File: src/rtl/sync_fifo_flags_if.sv
// rtl/sync_fifo_flags_if.sv - request/data/flag bundle between sync_fifo_flags and its users
interface sync_fifo_flags_if #(
  parameter int DATAWIDTH = 8,
  parameter int DEPTH     = 16
);
  localparam int CNTW = $clog2(DEPTH) + 1;

  logic                 flush;
  logic                 wr_en;
  logic [DATAWIDTH-1:0] wr_data;
  logic                 rd_en;
  logic [DATAWIDTH-1:0] rd_data;
  logic                 full;
  logic                 empty;
  logic                 almost_full;
  logic                 almost_empty;
  logic [CNTW-1:0]      data_cnt;
  logic                 overflow;
  logic                 underflow;

  modport master (
    output flush, wr_en, wr_data, rd_en,
    input  rd_data, full, empty, almost_full, almost_empty, data_cnt, overflow, underflow
  );

  modport slave (
    input  flush, wr_en, wr_data, rd_en,
    output rd_data, full, empty, almost_full, almost_empty, data_cnt, overflow, underflow
  );
endinterface

File: src/rtl/sync_fifo_flags.sv
// rtl/sync_fifo_flags.sv - single-clock FIFO, any depth, standard/FWFT read, thresholds, flush
// Sticky overflow/underflow registers are built only when SYNC_FIFO_ERR_FLAGS_EN is defined.
module sync_fifo_flags #(
  parameter int DATAWIDTH = 8,
  parameter int DEPTH     = 16,
  parameter bit FWFT      = 1'b0,
  parameter int AF_LEVEL  = DEPTH - 2,
  parameter int AE_LEVEL  = 2
) (
  input logic              clk,
  input logic              resetn,
  sync_fifo_flags_if.slave bus
);
  localparam int PTRW = $clog2(DEPTH);
  localparam int CNTW = PTRW + 1;
  localparam logic [PTRW-1:0] LAST_PTR = PTRW'(DEPTH - 1);

  logic [DATAWIDTH-1:0] mem_q [DEPTH];
  logic [PTRW-1:0]      wptr_q, wptr_d;
  logic [PTRW-1:0]      rptr_q, rptr_d;
  logic [CNTW-1:0]      cnt_q, cnt_d;
  logic                 full, empty;
  logic                 wr_acc, rd_acc;

  assign full   = (cnt_q == CNTW'(DEPTH));
  assign empty  = (cnt_q == '0);
  assign wr_acc = bus.wr_en & ~full & ~bus.flush;
  assign rd_acc = bus.rd_en & ~empty & ~bus.flush;

  always_comb begin
    wptr_d = wptr_q;
    rptr_d = rptr_q;
    cnt_d  = cnt_q;
    if (bus.flush) begin
      wptr_d = '0;
      rptr_d = '0;
      cnt_d  = '0;
    end else begin
      // explicit wrap so non-power-of-two depths never index past the array
      if (wr_acc) wptr_d = (wptr_q == LAST_PTR) ? '0 : wptr_q + PTRW'(1);
      if (rd_acc) rptr_d = (rptr_q == LAST_PTR) ? '0 : rptr_q + PTRW'(1);
      if (wr_acc && !rd_acc)      cnt_d = cnt_q + CNTW'(1);
      else if (rd_acc && !wr_acc) cnt_d = cnt_q - CNTW'(1);
    end
  end

  always_ff @(posedge clk or negedge resetn) begin
    if (!resetn) begin
      wptr_q <= '0;
      rptr_q <= '0;
      cnt_q  <= '0;
    end else begin
      wptr_q <= wptr_d;
      rptr_q <= rptr_d;
      cnt_q  <= cnt_d;
    end
  end

  always_ff @(posedge clk) begin
    if (wr_acc) mem_q[wptr_q] <= bus.wr_data;
  end

  assign bus.full         = full;
  assign bus.empty        = empty;
  assign bus.almost_full  = (cnt_q >= CNTW'(AF_LEVEL));
  assign bus.almost_empty = (cnt_q <= CNTW'(AE_LEVEL));
  assign bus.data_cnt     = cnt_q;

  generate
    if (FWFT) begin : g_fwft
      assign bus.rd_data = empty ? '0 : mem_q[rptr_q];
    end else begin : g_std
      logic [DATAWIDTH-1:0] rd_data_q;
      always_ff @(posedge clk or negedge resetn) begin
        if (!resetn)     rd_data_q <= '0;
        else if (rd_acc) rd_data_q <= mem_q[rptr_q];
      end
      assign bus.rd_data = rd_data_q;
    end
  endgenerate

`ifdef SYNC_FIFO_ERR_FLAGS_EN
  logic overflow_q, underflow_q;

  always_ff @(posedge clk or negedge resetn) begin
    if (!resetn) begin
      overflow_q  <= 1'b0;
      underflow_q <= 1'b0;
    end else if (bus.flush) begin
      overflow_q  <= 1'b0;
      underflow_q <= 1'b0;
    end else begin
      if (bus.wr_en && full)  overflow_q  <= 1'b1;
      if (bus.rd_en && empty) underflow_q <= 1'b1;
    end
  end

  assign bus.overflow  = overflow_q;
  assign bus.underflow = underflow_q;
`else
  assign bus.overflow  = 1'b0;
  assign bus.underflow = 1'b0;
`endif
endmodule

File: src/flat_wrapper.sv
// flat-port wrapper written by rule: the top's interface ports become plain ports
module sync_fifo_flags_flat 
#(
  parameter int DATAWIDTH = 8,
  parameter int DEPTH     = 16,
  parameter bit FWFT      = 1'b0,
  parameter int AF_LEVEL  = DEPTH - 2,
  parameter int AE_LEVEL  = 2
)
  (clk, resetn, bus_flush, bus_wr_en, bus_wr_data, bus_rd_en, bus_rd_data, bus_full, bus_empty, bus_almost_full, bus_almost_empty, bus_data_cnt, bus_overflow, bus_underflow);
  sync_fifo_flags_if #(.DATAWIDTH(DATAWIDTH), .DEPTH(DEPTH)) bus_i ();
  input logic clk;
  input logic resetn;
  input wire logic [$bits(bus_i.flush)-1:0] bus_flush;
  input wire logic [$bits(bus_i.wr_en)-1:0] bus_wr_en;
  input wire logic [$bits(bus_i.wr_data)-1:0] bus_wr_data;
  input wire logic [$bits(bus_i.rd_en)-1:0] bus_rd_en;
  output wire logic [$bits(bus_i.rd_data)-1:0] bus_rd_data;
  output wire logic [$bits(bus_i.full)-1:0] bus_full;
  output wire logic [$bits(bus_i.empty)-1:0] bus_empty;
  output wire logic [$bits(bus_i.almost_full)-1:0] bus_almost_full;
  output wire logic [$bits(bus_i.almost_empty)-1:0] bus_almost_empty;
  output wire logic [$bits(bus_i.data_cnt)-1:0] bus_data_cnt;
  output wire logic [$bits(bus_i.overflow)-1:0] bus_overflow;
  output wire logic [$bits(bus_i.underflow)-1:0] bus_underflow;
  assign bus_i.flush = bus_flush;
  assign bus_i.wr_en = bus_wr_en;
  assign bus_i.wr_data = bus_wr_data;
  assign bus_i.rd_en = bus_rd_en;
  assign bus_rd_data = bus_i.rd_data;
  assign bus_full = bus_i.full;
  assign bus_empty = bus_i.empty;
  assign bus_almost_full = bus_i.almost_full;
  assign bus_almost_empty = bus_i.almost_empty;
  assign bus_data_cnt = bus_i.data_cnt;
  assign bus_overflow = bus_i.overflow;
  assign bus_underflow = bus_i.underflow;
  sync_fifo_flags #(.DATAWIDTH(DATAWIDTH), .DEPTH(DEPTH), .FWFT(FWFT), .AF_LEVEL(AF_LEVEL), .AE_LEVEL(AE_LEVEL)) u_core (.clk(clk), .resetn(resetn), .bus(bus_i));
endmodule
File: config.mk
export PLATFORM = sky130hd
export DESIGN_NAME = sync_fifo_flags_flat
export DESIGN_NICKNAME = d
export VERILOG_FILES = /design/src/rtl/sync_fifo_flags_if.sv /design/src/rtl/sync_fifo_flags.sv /design/src/flat_wrapper.sv
export SDC_FILE = /design/constraint.sdc
export NUM_CORES = 1
export LEC_CHECK = 0
export CAP_MARGIN = 10
export CORE_MARGIN = 8
export CORE_UTILIZATION = 57
export DETAILED_ROUTE_END_ITERATION = 8
export GPL_TIMING_DRIVEN = 0
export PLACE_DENSITY = 0.72
export SYNTH_ARGS = -nofsm -noshare
export SYNTH_HDL_FRONTEND = slang
export SYNTH_SLANG_ARGS = --single-unit
File: constraint.sdc
create_clock -name clk -period 6.8 [get_ports clk]
set_input_delay 0.68 -clock clk [delete_from_list [all_inputs] [get_ports clk]]
set_output_delay 0.68 -clock clk [all_outputs]
set_load 0.03 [all_outputs]
==> impl_metrics.env <==
export IMPL_r2r_cells=9
export IMPL_worst_r2r_startpoint="u_core.bus.data_cnt[0]$_DFFE_PN0P_"
export IMPL_synthCells=339
export IMPL_holdBufCountCts=0
export IMPL_crit_path_max_incr_delay_ps=620
export IMPL_io_pins=32
export IMPL_whs_endpoint="u_core.bus.rd_data[0]$_DFFE_PN0P_"
export IMPL_vias=3259
export IMPL_slew_violations=0
export IMPL_drt_antenna_violating_nets=0
export IMPL_cts_resized=0
export IMPL_finalHoldViolCount=0
export IMPL_cts_path_max_buffers=2
export IMPL_fin_tns_setup_ps=0
export IMPL_ff2ff_setup_slack_ps=3610
export IMPL_synth_area_per_cell_sq_um=18.36
export IMPL_vias_per_cell=6.024
export IMPL_antennaDiodeCount=0
export IMPL_met1_usage=0.2294
export IMPL_synth_enable_flop_cells=128
export IMPL_htreeDepth=4
export IMPL_crit_family="simple AND/OR/NAND/NOR gates"
export IMPL_cp_end_kind="register"
export IMPL_cp_common_cell="o21ai_0"
export IMPL_post_route_util=0.6722
export IMPL_finalClockSkew_ps=10.53
export IMPL_final_nets=411
export IMPL_ys_seq_area_frac=0.7019
export IMPL_cp_num_buf_inv=0
export IMPL_dr_pass1_iters=5
export IMPL_area_delta_synth_final_pct=16.04
export IMPL_timing_max_cap_violations=0
export IMPL_synth_cell_types=43
export IMPL_min_path_cells=2
export IMPL_wl_per_cell_um=23.44
export IMPL_cts_tree="done"
export IMPL_postCtsSetupRepairBufs=0
export IMPL_io_buffers=29
export IMPL_crit_chain="or4_4, o21ai_0, nand2_1, fa_1, a21o_1, a21oi_1, and3_1, o21ai_0, nor3b_2"
export IMPL_clock_fmax_mhz=313.9
export IMPL_cts_root_buffer="clkbuf_8"
export IMPL_p_leak_nw=2.383
export IMPL_place_inst=509
export IMPL_worstHoldStart="u_core.bus.rd_data[0]$_DFFE_PN0P_"
export IMPL_dieArea_sq_mm=0.01452
export IMPL_cts_buffers=17
export IMPL_worst_pin_slew_ps=1084
export IMPL_criticalPathCategory="register to register"
export IMPL_ir_worst_vdd_mv=0.2877
export IMPL_wl_mm=12.68
export IMPL_row_count=38
export IMPL_syn_area_sq_mm=0.006225
export IMPL_post_route_period_util=0.4685
export IMPL_synth_async_sr_flop_share=0.1409
export IMPL_die_w_um=120.5
export IMPL_power_density_mw_per_mm2=350.2
export IMPL_cp_arrival_ps=3570
export IMPL_slew_headroom=0.2752
export IMPL_initial_core_util=0.5793
export IMPL_rsz0062_at_grt="false"
export IMPL_grt_util_all_layers=0.1842
export IMPL_clk_latency_ps=520
export IMPL_yosys_warnings=0
export IMPL_setup_violations_final=0
export IMPL_grt_first_pass_wirelength_mm=19.35
export IMPL_met3_usage=0.04709
export IMPL_initialDrtViolationCount=246
export IMPL_ys_ff_latch=149
export IMPL_status="completed"
export IMPL_reg2reg_to="u_core.bus.data_cnt[4]$_DFFE_PN0P_"
export IMPL_numClockSinks=149
export IMPL_grt_pass1_vias=3435
export IMPL_final_common_cell="edfxtp_1"
export IMPL_cp_max_fo=8
export IMPL_core_sq_mm=0.01075
export IMPL_die_h_um=120.5
export IMPL_grt_use_met2=0.3098
export IMPL_cp_required_ps=7180
export IMPL_grt_max_degree=22
export IMPL_min_path_type="register to register"
export IMPL_busiest_layer="met2"
export IMPL_route_detailed_drc=0
export IMPL_dp_hpwl_mm=8.037
export IMPL_critPathSlowestCell="or4_4"
export IMPL_stdcell_count=541
export IMPL_drive_gt1_frac=0.2244
export IMPL_place_gp_congestion=0.7802
export IMPL_clkSlewWorstSetupHoldPaths_ps=60
export IMPL_crit_path_start_kind="register"
export IMPL_total_power_mw=2.529
export IMPL_synth_ff_type="edfxtp_1"
export IMPL_grt_overflow_total=0
export IMPL_finalCriticalPeriod_ps=3186
export IMPL_final_cell_mix="edfxtp_1 (128), mux4_2 (32), clkdlybuf4s50_1 (29)"
export IMPL_antenna_found_initial=0
==> where the power goes <==
part	internal (mW)	switching [mW]	leakage, nW	total [mW]
Sequential	1.04	0.0495	1.43	1.09
Combinational	0.270	0.333	0.714	0.603
Clock	0.478	0.356	0.244	0.834
Total	1.79	0.738	2.38	2.53
==> worst register-to-register path: stages, from the launching register on <==
cell and delay, ps:
dfrtp_1 480, or4_4 620, o21ai_0 400, nand2_1 260
fa_1 470, a21o_1 200, a21oi_1 180, and3_1 200
o21ai_0 70, nor3b_2 170
==> cells by family after synthesis <==
group           after synthesis  synth area share
fa+ha+maj                    10           0.02131
simple gates                 70           0.06051
buf+inv                      25           0.02090
mux                          51            0.1469
flops                       149            0.7019
xor+xnor                      4          0.005628
other cells                   1         0.0006024
compound gates               29           0.04221
==> synthesized netlist by cell type, types with 2 or more instances <==
cell type / count / area, sq um
a21oi_1: 9 / 45.04
and2_1: 13 / 81.33
and3_1: 6 / 37.54
buf_2: 4 / 20.02
buf_4: 2 / 15.01
buf_6: 3 / 33.78
clkbuf_1: 9 / 33.78
dfrtp_1: 21 / 525.5
edfxtp_1: 128 / 3844
ha_1: 9 / 112.6
inv_1: 6 / 22.52
mux2_2: 3 / 33.78
mux2i_1: 16 / 160.2
mux4_2: 32 / 720.7
nand2_1: 21 / 78.83
nand3_1: 6 / 30.03
nor2_1: 8 / 30.03
nor3_1: 4 / 20.02
nor4_1: 2 / 12.51
o21ai_0: 4 / 20.02
o221ai_2: 8 / 120.1
xnor2_1: 4 / 35.03
==> through the flow <==
stage / cell area [sq um] / hold WS (ps) / setup slack (ps)
floorplan: 6228 / 384.4 / 3828
global placement: 6694 / 475.0 / 3690
detailed placement: 6694 / 486.5 / 3629
CTS: 7223 / 499.8 / 3607
global route: 7223 / 527.8 / 3388
finish: 7223 / 494.1 / 3614
==> state kept, by name, summed over array words and instances, names as in the netlist <==
signal               count
u_core.bus.rd_data       8
u_core.mem_q           128
u_core.wptr_q            4
u_core.rptr_q            4
u_core.bus.data_cnt      5
==> how the worst max path moves through the flow <==
stage	startpoint	endpoint	slack (ps)	cells past startpoint
finish	u_core.bus.data_cnt[0]$_DFFE_PN0P_	u_core.bus.data_cnt[4]$_DFFE_PN0P_	3610	9
detailed placement	bus_flush	u_core.bus.data_cnt[4]$_DFFE_PN0P_	3630	10
global placement	bus_flush	u_core.bus.data_cnt[4]$_DFFE_PN0P_	3690	10
CTS	u_core.bus.data_cnt[0]$_DFFE_PN0P_	u_core.bus.data_cnt[4]$_DFFE_PN0P_	3610	9
global route	u_core.bus.data_cnt[0]$_DFFE_PN0P_	u_core.bus.data_cnt[4]$_DFFE_PN0P_	3390	9
floorplan	u_core.bus.data_cnt[0]$_DFFE_PN0P_	u_core.bus.data_cnt[4]$_DFFE_PN0P_	3830	9
==> layout make-up <==
cell class | instances | area (sq um)
flip-flops and latches | 149 | 4369
fillers | 744 | 3522
multi-input cells | 166 | 1729
clock buffers | 17 | 414.1
repair buffers | 29 | 290.3
well taps | 140 | 175.2
clock inverters | 15 | 115.1
plain buffers | 19 | 107.6
inverters | 6 | 22.52
==> routing by layer <==
metal / wire [um] / up-vias / share of wire
li1: - / 1446 / -
met1: 5299 / 1686 / 0.42
met2: 6494 / 116 / 0.51
met3: 793 / 11 / 0.063
met4: 93 / 0 / 0.0073
met5: 0 / - / 0
Power figures use the tool's default switching activity.
